`src/rtl/ball_if.sv`:
```
// Game-engine port bundle: video timing enables and player inputs in, ball position and scores out.
// The renderer/stimulus side uses master; the engine uses slave.
interface ball_if;
  logic        vga_clk;
  logic        game_active;
  logic [9:0]  team1_ver_pos;
  logic [9:0]  team2_ver_pos;
  logic [18:0] ball_x;
  logic [18:0] ball_y;
  logic [6:0]  score_team1;
  logic [6:0]  score_team2;
  logic        goal_pulse;

  modport master (
    output vga_clk, game_active, team1_ver_pos, team2_ver_pos,
    input  ball_x, ball_y, score_team1, score_team2, goal_pulse
  );

  modport slave (
    input  vga_clk, game_active, team1_ver_pos, team2_ver_pos,
    output ball_x, ball_y, score_team1, score_team2, goal_pulse
  );
endinterface

```
`src/rtl/ball_engine.sv`:
```
// Once-per-frame ball game engine: moves the ball, bounces it off walls and players,
// detects goals through six rings and keeps saturating per-team scores.
module ball_engine #(
  parameter int H_TOTAL       = 800,
  parameter int V_TOTAL       = 525,
  parameter int FIELD_X_MIN   = 144,
  parameter int FIELD_X_MAX   = 683,
  parameter int FIELD_Y_MIN   = 35,
  parameter int FIELD_Y_MAX   = 514,
  parameter int CENTER_X      = 414,
  parameter int CENTER_Y      = 275,
  parameter int SPEED         = 2,
  parameter int BALL_RADIUS   = 5,
  parameter int PLAYER_RADIUS = 25,
  parameter int GOAL_RADIUS   = 40,
  parameter int TEAM1_X       = 240,
  parameter int TEAM2_X       = 560,
  parameter int BLUE_GOAL1_X  = 300,
  parameter int BLUE_GOAL1_Y  = 450,
  parameter int BLUE_GOAL2_X  = 400,
  parameter int BLUE_GOAL2_Y  = 450,
  parameter int BLUE_GOAL3_X  = 500,
  parameter int BLUE_GOAL3_Y  = 450,
  parameter int RED_GOAL1_X   = 300,
  parameter int RED_GOAL1_Y   = 100,
  parameter int RED_GOAL2_X   = 400,
  parameter int RED_GOAL2_Y   = 100,
  parameter int RED_GOAL3_X   = 500,
  parameter int RED_GOAL3_Y   = 100,
  parameter int HOLD_FRAMES   = 60
) (
  input  logic   clk,
  input  logic   rst_n,
  ball_if.slave  bus
);

  typedef logic signed [11:0] coord_t;
  typedef enum logic [1:0] {IDLE, MOVE, HOLD} state_t;

  localparam int FRAME_LEN = H_TOTAL * V_TOTAL;
  localparam int CNT_W     = (FRAME_LEN > 1) ? $clog2(FRAME_LEN) : 1;
  localparam logic [CNT_W-1:0] FRAME_MAX = CNT_W'(FRAME_LEN - 1);
  localparam int HOLD_W    = (HOLD_FRAMES > 1) ? $clog2(HOLD_FRAMES) : 1;
  localparam logic [HOLD_W-1:0] HOLD_LAST = HOLD_W'(HOLD_FRAMES - 1);

  localparam coord_t X_LO = coord_t'(FIELD_X_MIN + BALL_RADIUS);
  localparam coord_t X_HI = coord_t'(FIELD_X_MAX - BALL_RADIUS);
  localparam coord_t Y_LO = coord_t'(FIELD_Y_MIN + BALL_RADIUS);
  localparam coord_t Y_HI = coord_t'(FIELD_Y_MAX - BALL_RADIUS);
  localparam coord_t SPD  = coord_t'(SPEED);
  localparam coord_t T1_X = coord_t'(TEAM1_X);
  localparam coord_t T2_X = coord_t'(TEAM2_X);
  localparam logic [9:0]  CX = 10'(CENTER_X);
  localparam logic [9:0]  CY = 10'(CENTER_Y);
  localparam logic [6:0]  SCORE_MAX = 7'd99;
  localparam logic [21:0] PLAYER_R2 = 22'((PLAYER_RADIUS + BALL_RADIUS) * (PLAYER_RADIUS + BALL_RADIUS));
  localparam logic [21:0] GOAL_R2   = 22'((GOAL_RADIUS - 2 - BALL_RADIUS) * (GOAL_RADIUS - 2 - BALL_RADIUS));

  // Indices 0..2 are blue goals (red scores), 3..5 are red goals (blue scores).
  localparam coord_t GOAL_X [6] = '{coord_t'(BLUE_GOAL1_X), coord_t'(BLUE_GOAL2_X), coord_t'(BLUE_GOAL3_X),
                                    coord_t'(RED_GOAL1_X),  coord_t'(RED_GOAL2_X),  coord_t'(RED_GOAL3_X)};
  localparam coord_t GOAL_Y [6] = '{coord_t'(BLUE_GOAL1_Y), coord_t'(BLUE_GOAL2_Y), coord_t'(BLUE_GOAL3_Y),
                                    coord_t'(RED_GOAL1_Y),  coord_t'(RED_GOAL2_Y),  coord_t'(RED_GOAL3_Y)};

  function automatic logic [21:0] dist_sq(input coord_t ax, input coord_t ay,
                                          input coord_t bx, input coord_t by);
    logic signed [10:0] dx, dy;
    logic signed [21:0] sx, sy;
    dx = 11'(ax - bx);
    dy = 11'(ay - by);
    sx = dx * dx;
    sy = dy * dy;
    return $unsigned(sx) + $unsigned(sy);
  endfunction

  state_t            state_reg, state_next;
  logic [CNT_W-1:0]  cnt_reg;
  logic [HOLD_W-1:0] hold_reg, hold_next;
  logic [9:0]        pos_x_reg, pos_x_next, pos_y_reg, pos_y_next;
  logic              vx_neg_reg, vx_neg_next, vy_neg_reg, vy_neg_next;
  logic [6:0]        score1_reg, score1_next, score2_reg, score2_next;
  logic              pulse_reg, pulse_next;

  logic              strobe;
  coord_t            wall_x, wall_y;
  logic              wall_vx_neg, wall_vy_neg;
  logic              hit_player;
  logic [9:0]        acc_x, acc_y;
  logic              acc_vx_neg;
  logic [5:0]        goal_hit;
  logic              blue_hit, red_hit;

  assign strobe = bus.vga_clk && (cnt_reg == FRAME_MAX);

  // Frame timing runs regardless of game state so the strobe stays locked to video.
  always_ff @(posedge clk or negedge rst_n) begin
    if (!rst_n)
      cnt_reg <= '0;
    else if (bus.vga_clk)
      cnt_reg <= (cnt_reg == FRAME_MAX) ? '0 : cnt_reg + CNT_W'(1);
  end

  always_comb begin
    wall_x      = $signed({2'b00, pos_x_reg}) + (vx_neg_reg ? -SPD : SPD);
    wall_y      = $signed({2'b00, pos_y_reg}) + (vy_neg_reg ? -SPD : SPD);
    wall_vx_neg = vx_neg_reg;
    wall_vy_neg = vy_neg_reg;
    if (wall_x < X_LO) begin
      wall_x = X_LO;  wall_vx_neg = 1'b0;
    end else if (wall_x > X_HI) begin
      wall_x = X_HI;  wall_vx_neg = 1'b1;
    end
    if (wall_y < Y_LO) begin
      wall_y = Y_LO;  wall_vy_neg = 1'b0;
    end else if (wall_y > Y_HI) begin
      wall_y = Y_HI;  wall_vy_neg = 1'b1;
    end
  end

  // A player hit rejects the move entirely but keeps any wall-driven vy change.
  assign hit_player = (dist_sq(wall_x, wall_y, T1_X, $signed({2'b00, bus.team1_ver_pos})) <= PLAYER_R2) ||
                      (dist_sq(wall_x, wall_y, T2_X, $signed({2'b00, bus.team2_ver_pos})) <= PLAYER_R2);
  assign acc_x      = hit_player ? pos_x_reg : wall_x[9:0];
  assign acc_y      = hit_player ? pos_y_reg : wall_y[9:0];
  assign acc_vx_neg = hit_player ? ~wall_vx_neg : wall_vx_neg;

  for (genvar gi = 0; gi < 6; gi++) begin : g_goal
    assign goal_hit[gi] = dist_sq($signed({2'b00, acc_x}), $signed({2'b00, acc_y}),
                                  GOAL_X[gi], GOAL_Y[gi]) < GOAL_R2;
  end
  assign blue_hit = |goal_hit[2:0];
  assign red_hit  = |goal_hit[5:3];

  always_comb begin
    state_next  = state_reg;
    hold_next   = hold_reg;
    pos_x_next  = pos_x_reg;
    pos_y_next  = pos_y_reg;
    vx_neg_next = vx_neg_reg;
    vy_neg_next = vy_neg_reg;
    score1_next = score1_reg;
    score2_next = score2_reg;
    pulse_next  = 1'b0;
    if (strobe && bus.game_active) begin
      case (state_reg)
        IDLE, MOVE: begin
          state_next  = MOVE;
          pos_x_next  = acc_x;
          pos_y_next  = acc_y;
          vx_neg_next = acc_vx_neg;
          vy_neg_next = wall_vy_neg;
          if (red_hit || blue_hit) begin
            if (red_hit)
              score1_next = (score1_reg < SCORE_MAX) ? score1_reg + 7'd1 : score1_reg;
            else
              score2_next = (score2_reg < SCORE_MAX) ? score2_reg + 7'd1 : score2_reg;
            pos_x_next  = CX;
            pos_y_next  = CY;
            vy_neg_next = !red_hit;
            pulse_next  = 1'b1;
            state_next  = HOLD;
            hold_next   = '0;
          end
        end
        HOLD: begin
          if (hold_reg == HOLD_LAST) begin
            state_next = MOVE;
            hold_next  = '0;
          end else begin
            hold_next  = hold_reg + HOLD_W'(1);
          end
        end
        default: state_next = IDLE;
      endcase
    end
  end

  always_ff @(posedge clk or negedge rst_n) begin
    if (!rst_n) begin
      state_reg  <= IDLE;
      hold_reg   <= '0;
      pos_x_reg  <= CX;
      pos_y_reg  <= CY;
      vx_neg_reg <= 1'b0;
      vy_neg_reg <= 1'b0;
      score1_reg <= '0;
      score2_reg <= '0;
      pulse_reg  <= 1'b0;
    end else begin
      state_reg  <= state_next;
      hold_reg   <= hold_next;
      pos_x_reg  <= pos_x_next;
      pos_y_reg  <= pos_y_next;
      vx_neg_reg <= vx_neg_next;
      vy_neg_reg <= vy_neg_next;
      score1_reg <= score1_next;
      score2_reg <= score2_next;
      pulse_reg  <= pulse_next;
    end
  end

  assign bus.ball_x      = {9'd0, pos_x_reg};
  assign bus.ball_y      = {9'd0, pos_y_reg};
  assign bus.score_team1 = score1_reg;
  assign bus.score_team2 = score2_reg;
  assign bus.goal_pulse  = pulse_reg;

endmodule

```
`src/flat_wrapper.sv`:
```
// flat-port wrapper written by rule: the top's interface ports become plain ports
module ball_engine_flat 
#(
  parameter int H_TOTAL       = 800,
  parameter int V_TOTAL       = 525,
  parameter int FIELD_X_MIN   = 144,
  parameter int FIELD_X_MAX   = 683,
  parameter int FIELD_Y_MIN   = 35,
  parameter int FIELD_Y_MAX   = 514,
  parameter int CENTER_X      = 414,
  parameter int CENTER_Y      = 275,
  parameter int SPEED         = 2,
  parameter int BALL_RADIUS   = 5,
  parameter int PLAYER_RADIUS = 25,
  parameter int GOAL_RADIUS   = 40,
  parameter int TEAM1_X       = 240,
  parameter int TEAM2_X       = 560,
  parameter int BLUE_GOAL1_X  = 300,
  parameter int BLUE_GOAL1_Y  = 450,
  parameter int BLUE_GOAL2_X  = 400,
  parameter int BLUE_GOAL2_Y  = 450,
  parameter int BLUE_GOAL3_X  = 500,
  parameter int BLUE_GOAL3_Y  = 450,
  parameter int RED_GOAL1_X   = 300,
  parameter int RED_GOAL1_Y   = 100,
  parameter int RED_GOAL2_X   = 400,
  parameter int RED_GOAL2_Y   = 100,
  parameter int RED_GOAL3_X   = 500,
  parameter int RED_GOAL3_Y   = 100,
  parameter int HOLD_FRAMES   = 60
)
  (clk, rst_n, bus_vga_clk, bus_game_active, bus_team1_ver_pos, bus_team2_ver_pos, bus_ball_x, bus_ball_y, bus_score_team1, bus_score_team2, bus_goal_pulse);
  ball_if bus_i ();
  input  logic clk;
  input  logic rst_n;
  input wire logic [$bits(bus_i.vga_clk)-1:0] bus_vga_clk;
  input wire logic [$bits(bus_i.game_active)-1:0] bus_game_active;
  input wire logic [$bits(bus_i.team1_ver_pos)-1:0] bus_team1_ver_pos;
  input wire logic [$bits(bus_i.team2_ver_pos)-1:0] bus_team2_ver_pos;
  output wire logic [$bits(bus_i.ball_x)-1:0] bus_ball_x;
  output wire logic [$bits(bus_i.ball_y)-1:0] bus_ball_y;
  output wire logic [$bits(bus_i.score_team1)-1:0] bus_score_team1;
  output wire logic [$bits(bus_i.score_team2)-1:0] bus_score_team2;
  output wire logic [$bits(bus_i.goal_pulse)-1:0] bus_goal_pulse;
  assign bus_i.vga_clk = bus_vga_clk;
  assign bus_i.game_active = bus_game_active;
  assign bus_i.team1_ver_pos = bus_team1_ver_pos;
  assign bus_i.team2_ver_pos = bus_team2_ver_pos;
  assign bus_ball_x = bus_i.ball_x;
  assign bus_ball_y = bus_i.ball_y;
  assign bus_score_team1 = bus_i.score_team1;
  assign bus_score_team2 = bus_i.score_team2;
  assign bus_goal_pulse = bus_i.goal_pulse;
  ball_engine #(.H_TOTAL(H_TOTAL), .V_TOTAL(V_TOTAL), .FIELD_X_MIN(FIELD_X_MIN), .FIELD_X_MAX(FIELD_X_MAX), .FIELD_Y_MIN(FIELD_Y_MIN), .FIELD_Y_MAX(FIELD_Y_MAX), .CENTER_X(CENTER_X), .CENTER_Y(CENTER_Y), .SPEED(SPEED), .BALL_RADIUS(BALL_RADIUS), .PLAYER_RADIUS(PLAYER_RADIUS), .GOAL_RADIUS(GOAL_RADIUS), .TEAM1_X(TEAM1_X), .TEAM2_X(TEAM2_X), .BLUE_GOAL1_X(BLUE_GOAL1_X), .BLUE_GOAL1_Y(BLUE_GOAL1_Y), .BLUE_GOAL2_X(BLUE_GOAL2_X), .BLUE_GOAL2_Y(BLUE_GOAL2_Y), .BLUE_GOAL3_X(BLUE_GOAL3_X), .BLUE_GOAL3_Y(BLUE_GOAL3_Y), .RED_GOAL1_X(RED_GOAL1_X), .RED_GOAL1_Y(RED_GOAL1_Y), .RED_GOAL2_X(RED_GOAL2_X), .RED_GOAL2_Y(RED_GOAL2_Y), .RED_GOAL3_X(RED_GOAL3_X), .RED_GOAL3_Y(RED_GOAL3_Y), .HOLD_FRAMES(HOLD_FRAMES)) u_core (.clk(clk), .rst_n(rst_n), .bus(bus_i));
endmodule
```
`config.mk`:
```
export PLATFORM = sky130hd
export DESIGN_NAME = ball_engine_flat
export DESIGN_NICKNAME = d
export VERILOG_FILES = /design/src/rtl/ball_if.sv /design/src/rtl/ball_engine.sv /design/src/flat_wrapper.sv
export SDC_FILE = /design/constraint.sdc
export NUM_CORES = 2
export LEC_CHECK = 0
export CORE_MARGIN = 2
export CORE_UTILIZATION = 69
export DETAILED_ROUTE_END_ITERATION = 16
export DONT_BUFFER_PORTS = 1
export PLACE_DENSITY = 0.88
export SKIP_LAST_GASP = 1
export SLEW_MARGIN = 10
export SYNTH_ARGS = -nofsm -noshare
export SYNTH_HDL_FRONTEND = slang
export SYNTH_SLANG_ARGS = --single-unit
export TNS_END_PERCENT = 1
```
`constraint.sdc`:
```
create_clock -name clk -period 23.4 [get_ports clk]
set_input_delay 2.34 -clock clk [delete_from_list [all_inputs] [get_ports clk]]
set_output_delay 2.34 -clock clk [all_outputs]
set_load 0.02 [all_outputs]
```
==> impl_metrics.tcl <==
set metrics [dict create \
    dieHeight_um 271.5 \
    setup_violations 0 \
    layout_min_cycle_time_ps 22510 \
    final_cells 6719 \
    drtIter0Drc 3090 \
    async_flop_share 1.000 \
    timing.hold.ws_ps 495.0 \
    hold_depth 1 \
    initial_core_util 0.6944 \
    syn_area_per_cell_um2 8.650 \
    synth_edf_count 0 \
    max_freq_mhz 44.43 \
    mostFrequentLayoutCells "inv_1 (1,442), fa_1 (995), ha_1 (551)" \
    hpwl_um 112900 \
    ys_seq_area_frac 0.03268 \
    synth_warnings 0 \
    cp-start-kind "flip-flop" \
    routed_via_density 5.922 \
    ys_types 99 \
    cts_buffers 9 \
    place_congestion 1.011 \
    finalHoldViolCount 0 \
    clock_skew_ps 5.605 \
    hold_path.startpoint "u_core.cnt_reg[9]" \
    grt.met3_usage 0.05529 \
    cts_root_buf "clkbuf_16" \
    critPathMaxStageDelay_ps 750 \
    critPathMaxFanout 10 \
    crit_top_cell "fa_1" \
    final_layout_size_suffix_gt1_frac 0.04368 \
    timing.rr.start "u_core.pos_y_reg[3]" \
    dp_cells 6691 \
    cts_htree_levels 3 \
    arrival_ps 22730 \
    cap_violations 0 \
    portBuffers 0 \
    fin_nets 7337 \
    routedWlPerCell_um 19.12 \
    r2r.worst_path.cells 84 \
    relSlewSlack 0.3305 \
    holdBufCountCts 0 \
    status "finished, final reports clean" \
    core_um2 71120 \
    ant_nets 0 \
    cp_slowest_cell "a2111oi_0" \
    num_vias 39790 \
    io_pins 77 \
    num_antenna_cells 0 \
    netlist_area_um2 49380 \
    final_util 0.7258 \
    drt_first_pass_iters 9 \
    regToRegEndpoint "u_core.bus.score_team1[4]" \
    synthCells 5709 \
    use_met2 0.6059 \
    grt_pass1_wl_um 211000 \
    clockBufferDepth 2 \
    synth-seq-cells 64 \
    synth_ff_type "dfrtp_1" \
    routed_wl_um 128500 \
    drc 0 \
    worst_ep_required_time_ps 23620 \
    track_usage 0.3588 \
    grt_busiest_layer "met2" \
    cts_tree "built" \
    tightest_slew_ps 998.2 \
    fp.dieArea_um2 73730 \
    clk_latency_ps 340 \
    die_x_um 271.5 \
    clkSlewWorstSetupHoldPaths_ps 60 \
    r2r_setup_slack_ps 890 \
    cts.sinks 64 \
    num_rows 98 \
    final_max_slew_viol_count 0 \
    crit_path_end_kind "flip-flop" \
    grt_pass1_vias 41660 \
    fin_crit_sh 0.9618 \
    path_class "flip-flop to flip-flop" \
    grt_max_degree 65 \
    syn_to_final_growth_pct 4.530 \
    hold_path.class "flip-flop to flip-flop" \
    mostFrequentLayoutCell "inv_1" \
    antenna_found_initial 1 \
    holdPathEnd "u_core.cnt_reg[9]" \
    largest_register_ffs 19 \
    grt-ovfl-total 0 \
    grt_use_met1 0.4521 \
]
-- worst max-delay path: cells and delay by family, from the launching register on --
kind | cells | cell delay (ps)
compound gates | 24 | 6620
fa+ha+maj | 17 | 7450
flops | 1 | 670
simple gates | 22 | 4240
buf+inv | 14 | 1530
xor+xnor | 6 | 1660
mux | 1 | 220
-- stage by stage --
| stage | area (µm²) | TNS (ps) | setup WS [ps] |
|---|---|---|---|
| 6_report | 51620 | 0 | 894.9 |
| 5_1_grt | 51620 | -433.1 | -124.8 |
| 4_1_cts | 51290 | 0 | 58.54 |
| 3_5_place_dp | 50970 | -1443 | -213.6 |
| 3_3_place_gp | 50970 | 0 | 698.1 |
| 2_1_floorplan | 49460 | 0 | 2046 |
-- cells in the mapped netlist (48+ instances only) --
| cell type | n | area share |
|---|---|---|
| nand3_1 | 76 | 0.0077 |
| nor3_1 | 81 | 0.0082 |
| ha_1 | 553 | 0.14 |
| nand2_1 | 404 | 0.031 |
| xor2_1 | 93 | 0.016 |
| dfrtp_1 | 54 | 0.027 |
| nand2b_1 | 60 | 0.0076 |
| inv_1 | 1444 | 0.11 |
| clkbuf_1 | 48 | 0.0036 |
| a21o_1 | 77 | 0.012 |
| fa_1 | 996 | 0.40 |
| nor2_1 | 515 | 0.039 |
| a21oi_1 | 207 | 0.021 |
| o21ai_0 | 135 | 0.014 |
| xnor2_1 | 242 | 0.043 |
-- cells by family (layout without fill, tap and decap cells) --
kind of cell / after synthesis / after routing / synth area share
fa+ha+maj: 1551 / 1551 / 0.5443
buf+inv: 1544 / 1584 / 0.1190
simple gates: 1390 / 1390 / 0.1285
compound gates: 777 / 777 / 0.1044
xor+xnor: 346 / 346 / 0.06329
flops: 64 / 64 / 0.03268
mux: 36 / 36 / 0.007778
other cells: 1 / 21 / 0.00007594
-- per-layer routing --
layer,wire [µm],vias to the layer above,share of wire
li1,-,17890,-
met1,47400,19540,0.37
met2,61950,1888,0.48
met3,11390,475,0.089
met4,7734,2,0.060
met5,13,-,0.00010
-- how the worst max path moves through the flow --
stage / from / cells after the start / end / slack (ps)
after floorplan: u_core.pos_y_reg[1] / 89 / u_core.bus.score_team2[1] / 2050
after global placement: u_core.pos_y_reg[1] / 84 / u_core.bus.score_team2[1] / 700
after detailed placement: u_core.pos_y_reg[1] / 84 / u_core.bus.score_team2[1] / -210
after CTS: u_core.pos_y_reg[1] / 91 / u_core.bus.score_team2[5] / 60
after global routing: u_core.pos_y_reg[1] / 90 / u_core.bus.score_team2[5] / -120
final: u_core.pos_y_reg[3] / 84 / u_core.bus.score_team1[4] / 890
-- layout make-up --
type	instances	area, µm²
Sequential cell	64	1615
Clock inverter	6	92.59
Timing Repair Buffer	103	777.0
Inverter	1465	5507
Fill cell	5120	19500
Tap cell	950	1189
Clock buffer	10	229.0
Multi-Input combinational cell	4121	42210
-- what timing repair did --
item,CTS,global route
gates cloned,0,0
buffers inserted,0,12
gates resized for setup,2,53
endpoints found under the setup margin,27,44
pin swaps,0,6
Power is left out: the tool's default activity adds up to more than one toggle a clock period on the data nets, which glitch-free logic cannot reach.
